==> src/rtl/btn_pkg.sv <==
// Shared definitions for the button debouncer array: repeat FSM state
// encoding, default timing constants and the repeat counter sizing helper.
package btn_pkg;

  // Repeat (typematic) FSM states, kept as plain constants so older blocks
  // that compare against raw codes keep working.
  localparam logic [1:0] ST_IDLE  = 2'd0;
  localparam logic [1:0] ST_DELAY = 2'd1;
  localparam logic [1:0] ST_RPT   = 2'd2;

  // Defaults used when a parent does not override the timing parameters.
  localparam int DEFAULT_DEPTH        = 3;
  localparam int DEFAULT_REPEAT_DELAY = 16;
  localparam int DEFAULT_REPEAT_RATE  = 4;

  // Width of the repeat counter: it is loaded with at most
  // max(delay, rate) - 1, and the extra bit keeps headroom so the value
  // is always representable without wrapping.
  function automatic int rpt_cnt_width(input int delay, input int rate);
    int longest;
    longest = (delay > rate) ? delay : rate;
    return $clog2(longest) + 1;
  endfunction

endpackage

==> src/rtl/debouncer_array_if.sv <==
// Bundle of the sampling tick, raw button pins and all debounced outputs.
// The debouncer is the slave; the game logic / pin side is the master.
// The falling-transition pulse is called "released" because "release" is a
// reserved word in SystemVerilog.
interface debouncer_array_if #(
  parameter int N_CH = 4
);

  logic            sample_en;
  logic [N_CH-1:0] btn_in;
  logic [N_CH-1:0] level;
  logic [N_CH-1:0] press;
  logic [N_CH-1:0] released;
  logic [N_CH-1:0] evt;

  modport master (
    output sample_en,
    output btn_in,
    input  level,
    input  press,
    input  released,
    input  evt
  );

  modport slave (
    input  sample_en,
    input  btn_in,
    output level,
    output press,
    output released,
    output evt
  );

endinterface

==> src/rtl/debounce_channel.sv <==
// One debounced button: 2-flop synchroniser, DEPTH-sample agreement window,
// level/press/release generation and an optional auto-repeat FSM.
module debounce_channel
  import btn_pkg::*;
#(
  parameter int DEPTH        = DEFAULT_DEPTH,
  parameter bit PULSE_EN     = 1'b0,
  parameter bit REPEAT_EN    = 1'b0,
  parameter int REPEAT_DELAY = DEFAULT_REPEAT_DELAY,
  parameter int REPEAT_RATE  = DEFAULT_REPEAT_RATE
) (
  input  logic clk,
  input  logic rst,
  input  logic sample_en,
  input  logic btn,
  output logic level,
  output logic press,
  output logic released,
  output logic evt
);

  logic             sync_meta;
  logic             sync;
  logic [DEPTH-2:0] shift;
  logic [DEPTH-1:0] window;
  logic             rise;
  logic             fall;
  logic             rpt;

  // Bring the asynchronous pin into the clk domain on every clock,
  // regardless of the sampling tick.
  always_ff @(posedge clk or posedge rst) begin
    if (rst) begin
      sync_meta <= 1'b0;
      sync      <= 1'b0;
    end else begin
      sync_meta <= btn;
      sync      <= sync_meta;
    end
  end

  // The window is the current synchronised sample plus the DEPTH-1 previous
  // ticks; only a unanimous window may move the debounced level.
  assign window = {shift, sync};
  assign rise   = sample_en && (&window) && !level;
  assign fall   = sample_en && !(|window) && level;

  // Shift in a new sample on each tick and update the debounced level;
  // press/release are re-evaluated every clock so they last exactly one clk.
  always_ff @(posedge clk or posedge rst) begin
    if (rst) begin
      shift    <= '0;
      level    <= 1'b0;
      press    <= 1'b0;
      released <= 1'b0;
    end else begin
      press    <= rise;
      released <= fall;
      if (sample_en) begin
        shift <= window[DEPTH-2:0];
      end
      if (rise) begin
        level <= 1'b1;
      end else if (fall) begin
        level <= 1'b0;
      end
    end
  end

  generate
    if (REPEAT_EN) begin : g_rpt
      localparam int              CW         = rpt_cnt_width(REPEAT_DELAY, REPEAT_RATE);
      localparam logic [CW-1:0]   DELAY_LOAD = CW'(REPEAT_DELAY - 1);
      localparam logic [CW-1:0]   RATE_LOAD  = CW'(REPEAT_RATE - 1);

      logic [1:0]    state;
      logic [CW-1:0] cnt;
      logic          pulse;

      // Typematic timer: armed on the press edge, counts ticks down to zero,
      // fires a one-clk pulse and reloads with the repeat rate. A release
      // cancels it on the same edge without a final pulse. The counter only
      // decrements from a non-zero value, so it never wraps.
      always_ff @(posedge clk or posedge rst) begin
        if (rst) begin
          state <= ST_IDLE;
          cnt   <= '0;
          pulse <= 1'b0;
        end else begin
          pulse <= 1'b0;
          if (fall) begin
            state <= ST_IDLE;
            cnt   <= '0;
          end else if (rise) begin
            state <= ST_DELAY;
            cnt   <= DELAY_LOAD;
          end else if (state != ST_IDLE && state != ST_DELAY && state != ST_RPT) begin
            state <= ST_IDLE;
            cnt   <= '0;
          end else if (sample_en && state != ST_IDLE) begin
            if (cnt == '0) begin
              pulse <= 1'b1;
              cnt   <= RATE_LOAD;
              state <= ST_RPT;
            end else begin
              cnt <= cnt - 1'b1;
            end
          end
        end
      end

      assign rpt = pulse;
    end else begin : g_no_rpt
      assign rpt = 1'b0;
    end
  endgenerate

  // Pulse channels report presses (and repeats); level channels mirror the
  // debounced state.
  assign evt = PULSE_EN ? (press | rpt) : level;

endmodule

==> src/rtl/debouncer_array.sv <==
// Array of N_CH independent button debouncers sharing one sampling tick.
// Each channel picks level or pulse mode and optional auto-repeat through
// the per-channel bits of PULSE_MASK / REPEAT_MASK.
module debouncer_array
  import btn_pkg::*;
#(
  parameter int              N_CH         = 4,
  parameter int              DEPTH        = DEFAULT_DEPTH,
  parameter logic [N_CH-1:0] PULSE_MASK   = N_CH'(4'b0101),
  parameter logic [N_CH-1:0] REPEAT_MASK  = '0,
  parameter int              REPEAT_DELAY = DEFAULT_REPEAT_DELAY,
  parameter int              REPEAT_RATE  = DEFAULT_REPEAT_RATE
) (
  input logic                    clk,
  input logic                    rst,
  debouncer_array_if.slave       bus
);

  logic [N_CH-1:0] level_vec;
  logic [N_CH-1:0] press_vec;
  logic [N_CH-1:0] released_vec;
  logic [N_CH-1:0] evt_vec;

  // Reject configurations the channel logic cannot implement.
  generate
    if (N_CH < 1) begin : g_bad_nch
      $error("debouncer_array: N_CH must be at least 1");
    end
    if (DEPTH < 2 || DEPTH > 16) begin : g_bad_depth
      $error("debouncer_array: DEPTH must be in 2..16");
    end
    if (REPEAT_DELAY < 1) begin : g_bad_delay
      $error("debouncer_array: REPEAT_DELAY must be at least 1");
    end
    if (REPEAT_RATE < 1) begin : g_bad_rate
      $error("debouncer_array: REPEAT_RATE must be at least 1");
    end
  endgenerate

  // Auto-repeat only makes sense on pulse channels, so it is built only
  // where both mask bits are set.
  generate
    for (genvar i = 0; i < N_CH; i++) begin : g_ch
      debounce_channel #(
        .DEPTH        (DEPTH),
        .PULSE_EN     (PULSE_MASK[i]),
        .REPEAT_EN    (REPEAT_MASK[i] & PULSE_MASK[i]),
        .REPEAT_DELAY (REPEAT_DELAY),
        .REPEAT_RATE  (REPEAT_RATE)
      ) u_ch (
        .clk       (clk),
        .rst       (rst),
        .sample_en (bus.sample_en),
        .btn       (bus.btn_in[i]),
        .level     (level_vec[i]),
        .press     (press_vec[i]),
        .released  (released_vec[i]),
        .evt       (evt_vec[i])
      );
    end
  endgenerate

  assign bus.level    = level_vec;
  assign bus.press    = press_vec;
  assign bus.released = released_vec;
  assign bus.evt      = evt_vec;

endmodule

==> src/flat_wrapper.sv <==
// flat-port wrapper written by rule: the top's interface ports become plain ports
module debouncer_array_flat import btn_pkg::*;
#(
  parameter int              N_CH         = 4,
  parameter int              DEPTH        = DEFAULT_DEPTH,
  parameter logic [N_CH-1:0] PULSE_MASK   = N_CH'(4'b0101),
  parameter logic [N_CH-1:0] REPEAT_MASK  = '0,
  parameter int              REPEAT_DELAY = DEFAULT_REPEAT_DELAY,
  parameter int              REPEAT_RATE  = DEFAULT_REPEAT_RATE
)
  (clk, rst, bus_sample_en, bus_btn_in, bus_level, bus_press, bus_released, bus_evt);
  debouncer_array_if #(.N_CH(N_CH)) bus_i ();
  input logic clk;
  input logic rst;
  input wire logic [$bits(bus_i.sample_en)-1:0] bus_sample_en;
  input wire logic [$bits(bus_i.btn_in)-1:0] bus_btn_in;
  output wire logic [$bits(bus_i.level)-1:0] bus_level;
  output wire logic [$bits(bus_i.press)-1:0] bus_press;
  output wire logic [$bits(bus_i.released)-1:0] bus_released;
  output wire logic [$bits(bus_i.evt)-1:0] bus_evt;
  assign bus_i.sample_en = bus_sample_en;
  assign bus_i.btn_in = bus_btn_in;
  assign bus_level = bus_i.level;
  assign bus_press = bus_i.press;
  assign bus_released = bus_i.released;
  assign bus_evt = bus_i.evt;
  debouncer_array #(.N_CH(N_CH), .DEPTH(DEPTH), .PULSE_MASK(PULSE_MASK), .REPEAT_MASK(REPEAT_MASK), .REPEAT_DELAY(REPEAT_DELAY), .REPEAT_RATE(REPEAT_RATE)) u_core (.clk(clk), .rst(rst), .bus(bus_i));
endmodule
==> config.mk <==
export PLATFORM = sky130hd
export DESIGN_NAME = debouncer_array_flat
export DESIGN_NICKNAME = d
export VERILOG_FILES = /design/src/rtl/btn_pkg.sv /design/src/rtl/debouncer_array_if.sv /design/src/rtl/debounce_channel.sv /design/src/rtl/debouncer_array.sv /design/src/flat_wrapper.sv
export SDC_FILE = /design/constraint.sdc
export NUM_CORES = 1
export LEC_CHECK = 0
export ABC_AREA = 1
export CAP_MARGIN = 15
export CORE_MARGIN = 2
export CORE_UTILIZATION = 24
export CTS_BUF_LIST = sky130_fd_sc_hd__clkbuf_8
export CTS_CLUSTER_SIZE = 25
export DETAILED_ROUTE_END_ITERATION = 7
export GPL_TIMING_DRIVEN = 1
export HOLD_SLACK_MARGIN = 0.08
export PLACE_DENSITY = 0.45
export SLEW_MARGIN = 20
export SYNTH_ARGS = -nofsm -noshare
export SYNTH_HDL_FRONTEND = slang
export SYNTH_SLANG_ARGS = --single-unit
==> constraint.sdc <==
create_clock -name clk -period 1.39 [get_ports clk]
set_clock_uncertainty 0.2 [all_clocks]
set_input_delay 0.139 -clock clk [delete_from_list [all_inputs] [get_ports clk]]
set_output_delay 0.139 -clock clk [all_outputs]
set_load 0.05 [all_outputs]
Word level (Yosys, flattened, before mapping). Index checks and enable logic that the tools add are counted. Widths: inputs -> output; s select.

Multiplexer cells: 8. Reduce and logical (&&, ||, !) cells: 36.

Operators with widths (number): $logic_and 1x1->1 (16); $reduce_and 3->1 (4); $reduce_or 3->1 (4); $logic_not 1->1 (8); $mux 1 (8); $reduce_bool 2->1 (4).

Register bits after elaboration: 28. Input bits: 7. Output and inout port bits: 16.

Depth between registers and ports, before layout. Gate-level depths: netlist of run 1.

Depth after elaboration: 6. Depth in mapped cells: 5.

Cells and area by module. A second synthesis of run 1 with hierarchy kept.

Cell total of the unflattened synthesis: 104. Area, all modules: 1011.0 µm².

Modules (own cells, without submodules): debounce_channel (times used 4, cells an instance 26, area each 252.7 µm²).

Worst setup path before layout of run 1. OpenSTA, ideal clock, no wires.

Path type: flip-flop to flip-flop. Start: register u_core.g_ch[0].u_ch.shift[0]. End: register u_core.g_ch[0].u_ch.level. Setup time: 117 ps. Arrival time: 652 ps. Data required time: 1073 ps. Setup slack: 421 ps. Stages on the path, launching flop included: 5. Path buffers: 0. Period minus slack after synthesis: 969 ps. Path through: dfrtp_1 > nor2_1 > nand2_1 > nand2_1 > nand2_1.

Longest elaborated chain between the ends: 5.

RTL lines: from (decl) (RTL line debounce_channel.sv:24) `logic [DEPTH-2:0] shift;`; from (signal assigned) (RTL line debounce_channel.sv:60) `shift <= window[DEPTH-2:0];`; $reduce_or 3->1 (RTL line debounce_channel.sv:46) `assign fall = sample_en && !(|window) && level;`; $logic_not 1->1 (RTL line debounce_channel.sv:46); $logic_and 1x1->1 (2 in a row) (RTL line debounce_channel.sv:46); $reduce_bool 2->1 (no line); to (signal assigned) (RTL line debounce_channel.sv:53) `level <= 1'b0;`; to (signal assigned) (RTL line debounce_channel.sv:63) `level <= 1'b1;`; to (signal assigned) (RTL line debounce_channel.sv:65) `level <= 1'b0;`; to (decl) (RTL line debounce_channel.sv:16) `output logic level,`.

Parallel ways exist; a longest one is shown, timed or not. A chain may end at the register's enable or synchronous reset.

Worst setup path after layout of run 1.
Start: register u_core.g_ch[3].u_ch.level. End: output bus_level[3].

RTL lines: from (decl) (RTL line debounce_channel.sv:16); from (signal assigned) (RTL line debounce_channel.sv:53); from (signal assigned) (RTL line debounce_channel.sv:63); from (signal assigned) (RTL line debounce_channel.sv:65); to (decl) (RTL line flat_wrapper.sv:17) `output wire logic [$bits(bus_i.level)-1:0] bus_level;`.

No word-level cell between the ends.

==> run summary, run 1 <==
initial core utilization -> 25.06%
row count -> 24
kind of critical path -> flip-flop to primary output
antenna violations before repair -> 0
Routed WL -> 1567 um
root cell of the clock tree -> clkbuf_8
Worst Hold Path Cells -> 1
vias in the first global route -> 633
clk buf depth -> 2
Routability Congestion -> 0.6406
total gr overflow -> 0
Avg Inst Size Synth -> 9.553 um^2
Die ar. -> 5134 um^2
setup ws final -> 100.9 ps
Mapped Cells -> 115
detailed placement HPWL -> 1217 um
Boundary Pins -> 23
Post-DP Area -> 1440 um^2
register-to-register setup slack -> 340 ps
worst path bufs/invs -> 1
DR vias -> 686
Die W -> 71.66 um
Final Power -> 2.086 mW
Critical Path Fanout Max -> 5
CTS Buf Count -> 3
area of the multi-input gates -> 202.7 um^2
Peak Freq -> 775.8 MHz
GR Util All Layers -> 6.773%
Synth Cell Area -> 1099 um^2
hold endpoint -> u_core.g_ch[3].u_ch.sync_meta
wire per inst -> 8.803 um
area share of the largest cell type after synthesis -> 63.78%
total of max-cap violations -> 0
clk slew on worst S/H paths -> 90 ps
Slew Limit Fails -> 0
vias per std cell -> 3.854
# setup viols final -> 0
die height -> 71.66 um
Synth warnings -> 0
CP Cell Sequence -> buf_12
unrepaired setup endpoints after global routing -> false
first-pass GRT wire length -> 2725 um
Reg area -> 700.7 um^2
endpoints failing hold -> 0
clk_lat worst skew -> 260 ps
setup bufs post-CTS -> 0
antenna cells -> 0
Area Growth Syn to Fin -> 35.76%
Worst slew margin -> 81.70%
crit start category -> flip-flop
Data arrival, critical path -> 950 ps
Post-Layout Cell Count -> 178
Fillers -> 443
Power Density -> 1399 nW/um^2
Critical Path End Type -> primary output
Final min period -> 1289 ps
DR pass1 iterations -> 4
Max stage delay on crit path -> 510 ps
Hold Crit Class -> input port to flip-flop
Final Cycle Share -> 92.74%
Buffers on Ports -> 22
Peak VDD IR -> 0.0003527 V
Syn Nets -> 122
Fin Setup TNS -> 0 ps
CTS HTree Levels -> 1
slowest stage cell on the critical path -> dfrtp_1
Final nets -> 135
post-synth top area cell -> dfrtp_1
leakage -> 0.7652 nW
unique cell type count in the Yosys netlist -> 7
pre-CTS worst setup slack -> 11.19 ps
slew of the pin with the lowest slew margin -> 274.5 ps
Routed Antenna Nets -> 0
share of cells above drive strength 1 -> 16.67%
flops & latches, synth -> 28
area of the core -> 4384 um^2
cells on worst reg2reg path -> 4
CTS Sinks -> 28
reg2reg end -> u_core.g_ch[0].u_ch.level
status -> completed
delay-heaviest family, CP -> flip-flops
TritonCTS clock tree -> built
Synth area leaders -> dfrtp_1 64%, buf_4 11%, nor2_1 8.9%
largest net degree at the start of global routing -> 29
placed cell count -> 174
reg2reg start -> u_core.g_ch[0].u_ch.shift[0]
hold path start -> bus_btn_in[3]
Worst EP required -> 1050 ps
post-route cell area -> 1491 um^2
initial drt markers -> 46
sequential fraction of the synthesis area -> 63.78%
DRC viols -> 0
==> sequential cells by signal, indices dropped and copies added (netlist names) <==
| register | count |
|---|---|
| u_core.g_ch.u_ch.sync | 4 |
| u_core.g_ch.u_ch.press | 2 |
| u_core.g_ch.u_ch.released | 4 |
| u_core.g_ch.u_ch.sync_meta | 4 |
| u_core.g_ch.u_ch.shift | 8 |
| u_core.g_ch.u_ch.level | 2 |
| u_core.g_ch.u_ch.evt | 4 |
==> metal layers <==
layer,GRT usage [%],wire [um],vias up
met5,0,0,-
met2,12.04,855,17
li1,-,-,341
met1,7.487,612,326
met4,3.145,12,0
met3,1.828,87,2
==> stage by stage <==
step                util [%]  hold slack [ps]
CTS                    34.02            97.67
finish                 34.02            100.0
global placement       32.85            134.2
global route           34.02            92.51
detailed placement     32.85            138.1
floorplan                  -           -29.57
==> logic make-up (layout without fill, tap and decap cells) <==
| family | after synthesis | in the layout | synth area share [%] |
|---|---|---|---|
| AO/OA/AOI/OAI | 3 | 3 | 1.366 |
| AND/OR/NAND/NOR | 50 | 50 | 17.08 |
| flip-flops | 28 | 28 | 63.78 |
| buffers and inverters | 34 | 45 | 17.77 |
==> layout make-up <==
class,count,share of cell area (%)
Tap cell,52,4.362
Timing Repair Buffer,25,28.02
Clock buffer,3,2.768
Sequential cell,28,46.98
Inverter,17,4.279
Multi-Input combinational cell,53,13.59
==> cell usage in the layout, fill, tap and decap left out <==
cell type / count
dlygate4sd3_1: 1
nand2_1: 24
o21ai_0: 3
inv_1: 17
dfrtp_1: 28
buf_4: 1
clkbuf_8: 3
nor2_1: 26
clkdlybuf4s50_1: 6
buf_12: 17
==> Yosys cell counts <==
cell type  instances
inv_1             17
nand2_1           24
dfrtp_1           28
buf_4             16
nor2_1            26
buf_6              1
o21ai_0            3
==> what timing repair did <==
| action | CTS | global route |
|---|---|---|
| endpoints found under the setup margin | 0 | 0 |
| resized for setup | 0 | 0 |
| hold endpoints to repair | 28 | 0 |
| hold buffers | 1 | 0 |
==> worst max-delay path by stage <==
stage                            startpoint                         to  cells after the start
2_1_floorplan  u_core.g_ch[0].u_ch.shift[0]  u_core.g_ch[0].u_ch.level                      4
3_3_place_gp                  bus_sample_en  u_core.g_ch[0].u_ch.level                      6
3_5_place_dp                  bus_sample_en  u_core.g_ch[2].u_ch.level                      6
4_1_cts             u_core.g_ch[3].u_ch.evt               bus_level[3]                      1
5_1_grt             u_core.g_ch[3].u_ch.evt               bus_level[3]                      1
6_report            u_core.g_ch[3].u_ch.evt               bus_level[3]                      1
==> where the power goes <==
group	leakage (nW)	switching (mW)	internal, mW	total (mW)
logic	0.399	0.354	0.319	0.673
registers	0.345	0.106	0.895	1.00
clock network	0.0216	0.218	0.194	0.411
total	0.765	0.678	1.41	2.09
Note: power is estimated with default switching activity, not from simulation.
==> run 2: changes to the inputs <==
Settings changed: SKIP_CTS_REPAIR_TIMING set to 1.
==> run summary, run 2 (synthesis results as in run 1) <==
unrepaired setup endpoints after global routing -> false
TritonCTS clock tree -> built
commonest non-fill, non-tap cell in the layout -> dfrtp_1
Post-Layout Cell Count -> 178
crit start category -> flip-flop
Worst EP required -> 1050 ps
critical path depth -> 1
slew of the pin with the lowest slew margin -> 274.5 ps
die height -> 71.66 um
slowest stage cell on the critical path -> dfrtp_1
Boundary Pins -> 23
Routability Congestion -> 0.6406
Peak VDD IR -> 0.0003527 V
Critical Path End Type -> primary output
most used routing layer -> met2
most frequent cells in the layout -> 28 x dfrtp_1, 26 x nor2_1, 24 x nand2_1
Largest Register -> u_core.g_ch.u_ch.shift
Final Power -> 2.086 mW
kind of critical path -> flip-flop to primary output
DR vias -> 686
Final min period -> 1289 ps
leakage -> 0.7652 nW
max FFs per register -> 8
total gr overflow -> 0
share of cells above drive strength 1 -> 16.67%
worst path bufs/invs -> 1
pre-CTS worst setup slack -> 11.19 ps
CTS Buf Count -> 3
DR pass1 iterations -> 4
vias per std cell -> 3.854
Buffers on Ports -> 22
cells on worst reg2reg path -> 4
initial drt markers -> 39
Die ar. -> 5134 um^2
Routed Antenna Nets -> 0
setup ws final -> 100.9 ps
endpoints failing hold -> 0
Power Density -> 1399 nW/um^2
row count -> 24
Slew Limit Fails -> 0
placed cell count -> 174
clk slew on worst S/H paths -> 90 ps
met2 Resource Use GR -> 12.04%
initial core utilization -> 25.06%
Worst Hold Path Cells -> 1
clk_lat worst skew -> 260 ps
Worst slew margin -> 81.70%
CTS Sinks -> 28
Final Cycle Share -> 92.74%
Peak Freq -> 775.8 MHz
largest net degree at the start of global routing -> 29
global-route met3 utilization -> 1.828%
first-pass GRT wire length -> 2725 um
met1 GRT Util -> 7.487%
Routed WL -> 1568 um
DRC viols -> 0
root cell of the clock tree -> clkbuf_8
CP Cell Sequence -> buf_12
Critical Path Fanout Max -> 5
Data arrival, critical path -> 950 ps
Area Growth Syn to Fin -> 35.76%
detailed placement HPWL -> 1217 um
area of the core -> 4384 um^2
Max stage delay on crit path -> 510 ps
vias in the first global route -> 631
total of max-cap violations -> 0
status -> completed
Fin Setup TNS -> 0 ps
Die W -> 71.66 um
Final nets -> 135
Fillers -> 443
wire per inst -> 8.809 um
antenna violations before repair -> 0
Post-DP Area -> 1440 um^2
delay-heaviest family, CP -> flip-flops
clk buf depth -> 2
CTS HTree Levels -> 1
# setup viols final -> 0
antenna cells -> 0
post-route cell area -> 1491 um^2
GR Util All Layers -> 6.773%
Hold Crit Class -> input port to flip-flop
[run 2: cell counts in the layout (fill, tap and decap cells not counted)]
No cell type changed its count.
[run 2: path summary, 6_finish.rpt]
| path | to | startpoint | slack (ps) |
|---|---|---|---|
| max | bus_level[3] | u_core.g_ch[3].u_ch.evt | 100 |
| min | u_core.g_ch[3].u_ch.sync_meta | bus_btn_in[3] | 100 |
| max reg2reg | u_core.g_ch[0].u_ch.level | u_core.g_ch[0].u_ch.shift[0] | 340 |
| min reg2reg | u_core.g_ch[2].u_ch.sync | u_core.g_ch[2].u_ch.sync_meta | 150 |
| max in group asynchronous | u_core.g_ch[2].u_ch.sync_meta | rst | 290 |
| min in group asynchronous | u_core.g_ch[0].u_ch.level | rst | 540 |
[run 2: power by group]
group          total [mW]  leakage, nW  internal (mW)  switching [mW]
Sequential           1.00        0.345          0.895           0.106
Clock               0.411       0.0216          0.194           0.218
Combinational       0.673        0.399          0.319           0.354
[run 2: layer usage]
| metal | up-vias | share of wire [%] | routed length [um] |
|---|---|---|---|
| li1 | 341 | - | - |
| met1 | 326 | 39 | 613 |
| met3 | 2 | 5.5 | 87 |
| met2 | 17 | 55 | 855 |
| met4 | 0 | 0.77 | 12 |
| met5 | - | 0 | 0 |
[run 2: layout make-up]
type / instances / area (um^2) / area share, %
well taps: 52 / 65.06 / 4.362
flip-flops and latches: 28 / 700.7 / 46.98
clock buffers: 3 / 41.29 / 2.768
inverters: 17 / 63.81 / 4.279
repair buffers: 25 / 417.9 / 28.02
multi-input cells: 53 / 202.7 / 13.59
[run 2: per-stage QoR]
| stage | util (%) | hold WS, ps |
|---|---|---|
| 2_1_floorplan | - | -29.57 |
| 3_3_place_gp | 32.85 | 134.2 |
| 3_5_place_dp | 32.85 | 138.1 |
| 4_1_cts | 33.79 | -7.158 |
| 5_1_grt | 34.02 | 92.51 |
| 6_report | 34.02 | 100.0 |
==> run 3: changes to the inputs <==
Settings changed: CORE_UTILIZATION 24 to 50, PLACE_DENSITY 0.45 to 0.79, REMOVE_ABC_BUFFERS set to 1.
==> run summary, run 3 (synthesis results as in run 1) <==
# setup viols final -> 0
clk buf depth -> 2
Boundary Pins -> 23
die height -> 50.88 um
share of cells above drive strength 1 -> 17.32%
final core occ -> 73.70%
Routability Congestion -> 0.7480
Worst slew margin -> 81.29%
Routed Antenna Nets -> 0
Worst EP required -> 1050 ps
Final min period -> 1303 ps
CP Cell Sequence -> buf_12
max FFs per register -> 8
first-pass GRT wire length -> 3277 um
Power Density -> 1556 nW/um^2
most frequent cells in the layout -> 28 x dfrtp_1, 26 x nor2_1, 24 x nand2_1
Critical Path End Type -> primary output
total gr overflow -> 0
Routed WL -> 1773 um
CTS HTree Levels -> 1
unrepaired setup endpoints after global routing -> false
root cell of the clock tree -> clkbuf_8
slew of the pin with the lowest slew margin -> 280.7 ps
sequential power share -> 43.3%
Die W -> 50.88 um
area of the core -> 2022 um^2
Slew Limit Fails -> 0
Net Sw Frac -> 30.99%
endpoints failing hold -> 0
initial drt markers -> 9
post-route cell area -> 1490 um^2
Final nets -> 135
clk slew on worst S/H paths -> 90 ps
row count -> 16
GR Util All Layers -> 17.91%
TritonCTS clock tree -> built
DR pass1 iterations -> 4
Fin Hold WS -> 89.25 ps
CTS Sinks -> 28
detailed placement HPWL -> 1265 um
Die ar. -> 2588 um^2
crit start category -> flip-flop
wire per inst -> 11.51 um
Final Cycle Share -> 93.74%
Fillers -> 140
total of max-cap violations -> 0
Hold Crit Class -> input port to flip-flop
antenna violations before repair -> 0
Comb pwr share -> 29.6%
vias in the first global route -> 742
Critical Path Fanout Max -> 5
Max stage delay on crit path -> 510 ps
clock share of power -> 27.1%
Peak Freq -> 767.5 MHz
slowest stage cell on the critical path -> dfrtp_1
Area Growth Syn to Fin -> 35.65%
Int Pwr -> 1.600 mW
clk_lat worst skew -> 280 ps
Net Switching -> 718.4 uW
commonest non-fill, non-tap cell in the layout -> dfrtp_1
leakage -> 0.7794 nW
largest net degree at the start of global routing -> 29
kind of critical path -> flip-flop to primary output
delay-heaviest family, CP -> flip-flops
DRC viols -> 0
Post-DP Area -> 1409 um^2
Largest Register -> u_core.g_ch.u_ch.shift
vias per std cell -> 4.552
initial core utilization -> 54.33%
Peak VDD IR -> 0.001209 V
Buffers on Ports -> 22
worst path bufs/invs -> 1
antenna cells -> 0
DR vias -> 701
CTS Buf Count -> 3
status -> completed
Data arrival, critical path -> 960 ps
## run 3: cell count changes in the layout (fill, tap and decap cells not counted)
| cell | change |
|---|---|
| bufinv_16 | +1 |
## run 3: final timing paths
| kind | slack (ps) | cells past startpoint | startpoint | endpoint |
|---|---|---|---|---|
| setup / recovery | 90 | 1 | u_core.g_ch[1].u_ch.evt | bus_level[1] |
| hold / removal | 90 | 1 | bus_btn_in[0] | u_core.g_ch[0].u_ch.sync_meta |
| setup reg to reg | 300 | 4 | u_core.g_ch[2].u_ch.shift[0] | u_core.g_ch[2].u_ch.level |
| hold reg to reg | 150 | 0 | u_core.g_ch[3].u_ch.sync_meta | u_core.g_ch[3].u_ch.sync |
| max in group asynchronous | 300 | 4 | rst | u_core.g_ch[2].u_ch.evt |
| min in group asynchronous | 550 | 4 | rst | u_core.g_ch[3].u_ch.evt |
## run 3: per-layer routing
metal  vias to the layer above  global-route usage, %  share of wire [%]
met4                         0                  10.36                2.8
met5                         -                      0                  0
met3                         5                  4.678                5.2
met1                       330                  19.15                 40
met2                        23                  31.80                 52
li1                        343                      -                  -
## run 3: final cells by class
class | instances | area, um^2 | share of cell area (%)
inverter | 17 | 63.81 | 4.282
sequential | 28 | 700.7 | 47.02
timing repair buffer | 25 | 417.9 | 28.04
multi-input combinational | 53 | 202.7 | 13.60
clock inverter | 1 | 30.03 | 2.015
clock buffer | 3 | 41.29 | 2.771
tap | 27 | 33.78 | 2.267
## run 3: per-stage QoR
step           power (mW)  setup TNS [ps]  cells  setup slack, ps
2_1_floorplan       1.316          -458.1     98           -121.6
3_3_place_gp        1.680               0    149            20.18
3_5_place_dp        1.706          -54.63    149           -35.74
4_1_cts             2.341               0    153            70.26
5_1_grt             2.417               0    154            44.09
6_report            2.318               0    154            87.06
## run 3: power groups by stage
stage | Clock, mW | Sequential (mW) | Combinational [mW]
6_report | 0.629 | 1.00 | 0.686
5_1_grt | 0.674 | 1.02 | 0.724
4_1_cts | 0.644 | 1.01 | 0.691
3_5_place_dp | 0 | 1.02 | 0.686
3_3_place_gp | 0 | 1.01 | 0.669
2_1_floorplan | 0 | 1.21 | 0.105
